### src/rtl/hazard_detection_unit.sv
// hazard_detection_unit
//
// Stall and flush controller for the 5-stage RISC-V core. Finds the cases
// where an operand cannot be forwarded yet (load-use, and operands of
// ID-resolved branch/jalr still being produced). A small FSM sequences the
// two-cycle stall of a load feeding a branch/jalr. Memory stalls freeze the
// whole pipe. Redirects resolved in ID flush IF/ID.
//
// Optional feature: define HAZARD_PERF_EN to add saturating stall/flush
// performance counters (perf_stall_cnt, perf_flush_cnt, PERF_W bits each).
//
// Ports:
//   clk, rst_n                    clock, async active-low reset
//   rs1, rs2, use_rs1, use_rs2    ID instruction sources and read enables
//   branch, jalr, redirect        ID control-flow info
//   ID_EX_rd/_regwrite/_memread   EX instruction destination info
//   EX_MEM_rd/_memread            MEM instruction destination info
//   mem_stall                     cache busy, freezes the pipe
//   pc_write, IF_ID_write         front-end enables
//   ID_EX_bubble, IF_ID_flush     NOP insert into ID/EX, zero IF/ID
//   pipe_freeze                   hold every pipeline register
//
// state | meaning
// IDLE  | evaluate comparators; stall for the current cycle when needed
// STALL | second bubble cycle of a load feeding a branch/jalr operand

module hazard_detection_unit #(
   parameter int PERF_W = 32
) (
   input  logic              clk,
   input  logic              rst_n,
   input  logic [4:0]        rs1,
   input  logic [4:0]        rs2,
   input  logic              use_rs1,
   input  logic              use_rs2,
   input  logic              branch,
   input  logic              jalr,
   input  logic              redirect,
   input  logic [4:0]        ID_EX_rd,
   input  logic              ID_EX_regwrite,
   input  logic              ID_EX_memread,
   input  logic [4:0]        EX_MEM_rd,
   input  logic              EX_MEM_memread,
   input  logic              mem_stall,
   output logic              pc_write,
   output logic              IF_ID_write,
   output logic              ID_EX_bubble,
   output logic              IF_ID_flush,
   output logic              pipe_freeze
`ifdef HAZARD_PERF_EN
   ,
   output logic [PERF_W-1:0] perf_stall_cnt,
   output logic [PERF_W-1:0] perf_flush_cnt
`endif
);

   typedef enum logic {IDLE = 1'b0, STALL = 1'b1} state_t;

   state_t     state, state_nxt;
   logic [1:0] cnt, cnt_nxt;
   logic [1:0] need;

   logic m_ex_rs1, m_ex_rs2, m_mem_rs1, m_mem_rs2;
   logic id_rs1, id_rs2;
   logic ex_feeds_id, mem_feeds_id, load_use;

   // Writes to x0 never create a dependency.
   assign m_ex_rs1  = ID_EX_regwrite && (ID_EX_rd != 5'd0) && (ID_EX_rd == rs1);
   assign m_ex_rs2  = ID_EX_regwrite && (ID_EX_rd != 5'd0) && (ID_EX_rd == rs2);
   assign m_mem_rs1 = EX_MEM_memread && (EX_MEM_rd != 5'd0) && (EX_MEM_rd == rs1);
   assign m_mem_rs2 = EX_MEM_memread && (EX_MEM_rd != 5'd0) && (EX_MEM_rd == rs2);

   // Operands consumed by the comparator/adder in ID.
   assign id_rs1 = branch || jalr;
   assign id_rs2 = branch;

   assign ex_feeds_id  = (id_rs1 && m_ex_rs1) || (id_rs2 && m_ex_rs2);
   assign mem_feeds_id = (id_rs1 && m_mem_rs1) || (id_rs2 && m_mem_rs2);
   assign load_use     = ID_EX_memread &&
                         ((use_rs1 && m_ex_rs1) || (use_rs2 && m_ex_rs2));

   always_comb begin
      need = 2'd0;
      if (ex_feeds_id && ID_EX_memread)
         need = 2'd2;
      else if (ex_feeds_id || mem_feeds_id || load_use)
         need = 2'd1;
   end

   always_ff @(posedge clk or negedge rst_n) begin
      if (!rst_n) begin
         state <= IDLE;
         cnt   <= 2'd0;
      end else begin
         state <= state_nxt;
         cnt   <= cnt_nxt;
      end
   end

   always_comb begin
      state_nxt    = state;
      cnt_nxt      = cnt;
      pc_write     = 1'b1;
      IF_ID_write  = 1'b1;
      ID_EX_bubble = 1'b0;
      IF_ID_flush  = 1'b0;
      pipe_freeze  = 1'b0;
      if (!rst_n) begin
         pc_write     = 1'b0;
         IF_ID_write  = 1'b0;
         ID_EX_bubble = 1'b1;
      end else if (mem_stall) begin
         // Freeze holds state and cnt so no stall cycle is lost.
         pc_write    = 1'b0;
         IF_ID_write = 1'b0;
         pipe_freeze = 1'b1;
      end else if (state == STALL) begin
         // Redirect is ignored here: its operands are stale and ID is held.
         pc_write     = 1'b0;
         IF_ID_write  = 1'b0;
         ID_EX_bubble = 1'b1;
         if (cnt == 2'd1) begin
            state_nxt = IDLE;
            cnt_nxt   = 2'd0;
         end else begin
            cnt_nxt = cnt - 2'd1;
         end
      end else if (need != 2'd0) begin
         pc_write     = 1'b0;
         IF_ID_write  = 1'b0;
         ID_EX_bubble = 1'b1;
         if (need == 2'd2) begin
            state_nxt = STALL;
            cnt_nxt   = 2'd1;
         end
      end else begin
         IF_ID_flush = redirect;
      end
   end

`ifdef HAZARD_PERF_EN
   always_ff @(posedge clk or negedge rst_n) begin
      if (!rst_n) begin
         perf_stall_cnt <= '0;
         perf_flush_cnt <= '0;
      end else begin
         if (ID_EX_bubble && (perf_stall_cnt != {PERF_W{1'b1}}))
            perf_stall_cnt <= perf_stall_cnt + 1'b1;
         if (IF_ID_flush && (perf_flush_cnt != {PERF_W{1'b1}}))
            perf_flush_cnt <= perf_flush_cnt + 1'b1;
      end
   end
`endif

endmodule

### config.mk
export PLATFORM = sky130hd
export DESIGN_NAME = hazard_detection_unit
export DESIGN_NICKNAME = d
export VERILOG_FILES = /design/src/rtl/hazard_detection_unit.sv
export SDC_FILE = /design/constraint.sdc
export NUM_CORES = 1
export LEC_CHECK = 0
export CAP_MARGIN = 20
export CORE_MARGIN = 2
export CORE_UTILIZATION = 32
export DETAILED_ROUTE_END_ITERATION = 16
export GPL_TIMING_DRIVEN = 0
export HOLD_SLACK_MARGIN = 0.12
export PLACE_DENSITY = 0.82
export SLEW_MARGIN = 0
export SYNTH_ARGS = -nofsm -noshare
export SYNTH_HDL_FRONTEND = slang
export SYNTH_SLANG_ARGS = --single-unit
export TNS_END_PERCENT = 5
### constraint.sdc
create_clock -name clk -period 1.5 [get_ports clk]
set_input_delay 0.15 -clock clk [delete_from_list [all_inputs] [get_ports clk]]
set_output_delay 0.15 -clock clk [all_outputs]
set_load 0.005 [all_outputs]
==> results.md, run 1 <==
- Outcome: finished with violations
- Failing checks: setup timing
- Post-Route WL: 1.69 mm
- Lkg Pwr: 0.457 nW
- CTS Root Cell: clkbuf_4
- Sequential Power Share: 21.6%
- Met3 wire len: 51 µm
- Dpl ws: -1.17 ns
- Most common flop cell mapped by yosys: dfrtp_1
- Net count, final: 148
- Largest net degree at the start of global routing: 9
- Max Used Layer: met4
- Switch share: 36.6%
- Commonest non-fill, non-tap cell in the layout: dlygate4sd2_1
- Ant diodes: 0
- Yosys warning total: 0
- VDD IR-drop max: 0.593 mV
- Design area: 1030 µm²
- Syn nets: 102
- Most frequent cells in the layout: dlygate4sd2_1, xor2_1, clkdlybuf4s50_1
- CTS H-tree depth: 1
- Initial antenna violation count: 0
- Max-slew violation count: 0
- First DRT Iteration DRCs: 12
- Die Footprint: 2120 µm²
- Mapped cell area: 567 µm²
- Congestion Overflow GR: 0
- Reg2reg end: cnt[0]$_DFFE_PN0P_
- CTS clk-pin slew, worst paths: 0.03 ns
- Via count: 698
- Residual DRC: 0
- Worst path required time: 1.35 ns
- Actual slew at the worst max-slew pin: 0.304 ns
- I/O pin count: 36
- Startpoint types: input pin
- Sw Pwr: 0.260 mW
- First-pass GRT wire length: 2.70 mm
- Synth unique cells: 31
- Placement-stage cell area: 943 µm²
- R2r worst-path depth: 6
- Initial Util: 33.6%
- GRT Overall Usage: 17.2%
- Worst skew pair latency: 0.22 ns
- Internal: 0.451 mW
- Worst hold path type: input pin to async pin
- Synth Register Bits: 3
- Compound-Gate Fraction of Synth Area: 22.7%
- Area Overhead vs Synth: 82.1%
- Crit share post-route: 131%
- HPWL Detailed: 1.38 mm
- R2R Path Start: cnt[1]$_DFFE_PN0P_
- Syn Inst Count: 70
- Crit path time final: 1.96 ns
- Total Power: 0.711 mW
- Async SR Flop Fraction: 100%
- # Max-Cap Violations: 0
- Mux contribution to synthesized area: 0%
- Final setup fails: 5
- Via-to-Cell Ratio: 5.29
- XOR/XNOR share of the synthesized area: 30.9%
- Clock power frac: 18.8%
- Post-synth EDFFs: 0
- Sequential fraction of the synthesis area: 13.2%
- M1 wire length: 735 µm
- Sink Count: 3
- Core box area: 1690 µm²
- Setup WS post-layout: -0.462 ns
- Clock buffer count from CTS: 3
- Wire length on met2: 891 µm
- TritonRoute pass-1 iters: 4
- Critical-path maximum fanout: 3
- Main combinational cell family by area after synthesis: XOR/XNOR gates
- Critical path launch point: ID_EX_rd[2]
- Layout cells sized above 1: 27.0%
- CP Data Arrival Time: 1.81 ns
- Syn Area/Cell: 8.10 µm²
- Gate power share: 59.6%
- RSZ-0062 raised after global routing: yes
- TritonCTS clock tree: built
- P per Cell Area: 689 nW/µm²
- FILL cells: 161
- CTS Buffer Depth: 2
- Crit path capture: IF_ID_flush
- Post-Synth Simple-Gate Area: 26.9%
- Final Hold Viols: 0
- Reg2reg setup slack: 0.40 ns
- Setup Skew: 0.000417 ns
- DR WL/cell: 12.8 µm
- Die X: 46.1 µm
- Die H: 46.1 µm
- PortBufs: 35
- Gpl congestion: 0.785
- CP endpoint kind: output pin
- CP Class: input pin to output pin
- Achievable Freq: 510 MHz
- Row Count: 15
- Max-slew headroom: 79.6%
- Number of global-route vias before repair: 663
- Synth Area in Adders: 2.21%
- Antenna Nets Post-Route: 0
-- cell families after synthesis --
| logic type | Yosys count |
|---|---|
| buffers and inverters | 5 |
| AO/OA/AOI/OAI | 15 |
| flip-flops | 3 |
| XOR/XNOR | 20 |
| AND/OR/NAND/NOR | 26 |
| adder cells (fa/ha/maj) | 1 |
-- through the flow --
step / setup TNS [ns] / std cells / util [%] / hold WS, ns
floorplan: -0.263 / 70 / - / -0.146
finish: -1.70 / 132 / 61.1 / 0.456
CTS: -1.58 / 132 / 61.1 / 0.453
global route: -1.99 / 132 / 61.1 / 0.487
detailed placement: -6.27 / 122 / 55.9 / 0.381
global placement: -6.13 / 122 / 55.9 / 0.379
-- flip-flops by register name, summed over array words and instances (netlist names) --
signal,count
state,1
cnt,2
-- layout make-up --
cell class                      count  area, µm²  share of cell area (%)
Multi-Input combinational cell     62        514                    49.8
Timing Repair Buffer               41        372                    36.0
Sequential cell                     3       75.1                    7.27
Clock buffer                        4       26.3                    2.55
Tap cell                           17       21.3                    2.06
Buffer                              2       12.5                    1.21
Inverter                            3       11.3                    1.09
-- power groups by stage --
stage	logic, mW	registers (mW)	clock network (mW)
6_report	0.424	0.154	0.134
5_1_grt	0.467	0.159	0.150
4_1_cts	0.428	0.152	0.140
3_5_place_dp	0.386	0.153	0
3_3_place_gp	0.370	0.149	0
2_1_floorplan	0.204	0.146	0
-- synth_stat cells, types with 2 or more instances --
master	count	area, µm²
nand3_1	5	25.0
o221ai_1	3	26.3
inv_1	3	11.3
nor2_1	2	7.51
nand2_1	6	22.5
dfrtp_1	3	75.1
a21oi_1	2	10.0
o211a_1	2	20.0
nor3_1	4	20.0
xor2_1	13	114
xnor2_1	7	61.3
-- layer usage --
metal	vias up	track usage (%)
met2	12	29.7
met4	0	6.29
met5	-	0
met1	327	22.3
li1	357	-
met3	2	0.784
-- critical path, cell delays in order --
cell	delay (ns)
buf_8	0.09
or4_4	0.53
o211a_1	0.29
o2111ai_2	0.11
nand3_2	0.15
buf_6	0.14
nor4b_2	0.20
buf_2	0.16
-- repair_timing --
item / CTS / global route
hold endpoints to repair: 3 / 0
pin swaps: 13 / 2
setup endpoints to repair: 8 / 6
hold buffers: 1 / 0
resized for setup: 58 / 0
buffers inserted: 5 / 0
-- worst min path at each step --
stage | endpoint | startpoint | depth (start not counted) | slack, ns
global placement | cnt[1]$_DFFE_PN0P_ | rst_n | 1 | 0.38
CTS | cnt[0]$_DFFE_PN0P_ | rst_n | 2 | 0.45
global route | cnt[1]$_DFFE_PN0P_ | rst_n | 2 | 0.49
floorplan | cnt[0]$_DFFE_PN0P_ | rst_n | 0 | -0.15
detailed placement | cnt[1]$_DFFE_PN0P_ | rst_n | 1 | 0.38
finish | cnt[0]$_DFFE_PN0P_ | rst_n | 2 | 0.46
No activity file was read; power rests on OpenSTA's default activity.
==> inputs of run 2 (changes only) <==
Settings changed: CTS_CLUSTER_SIZE set to 28.
==> results of run 2 <==
The final DEF is identical to that of run 1; final timing and power are the same.
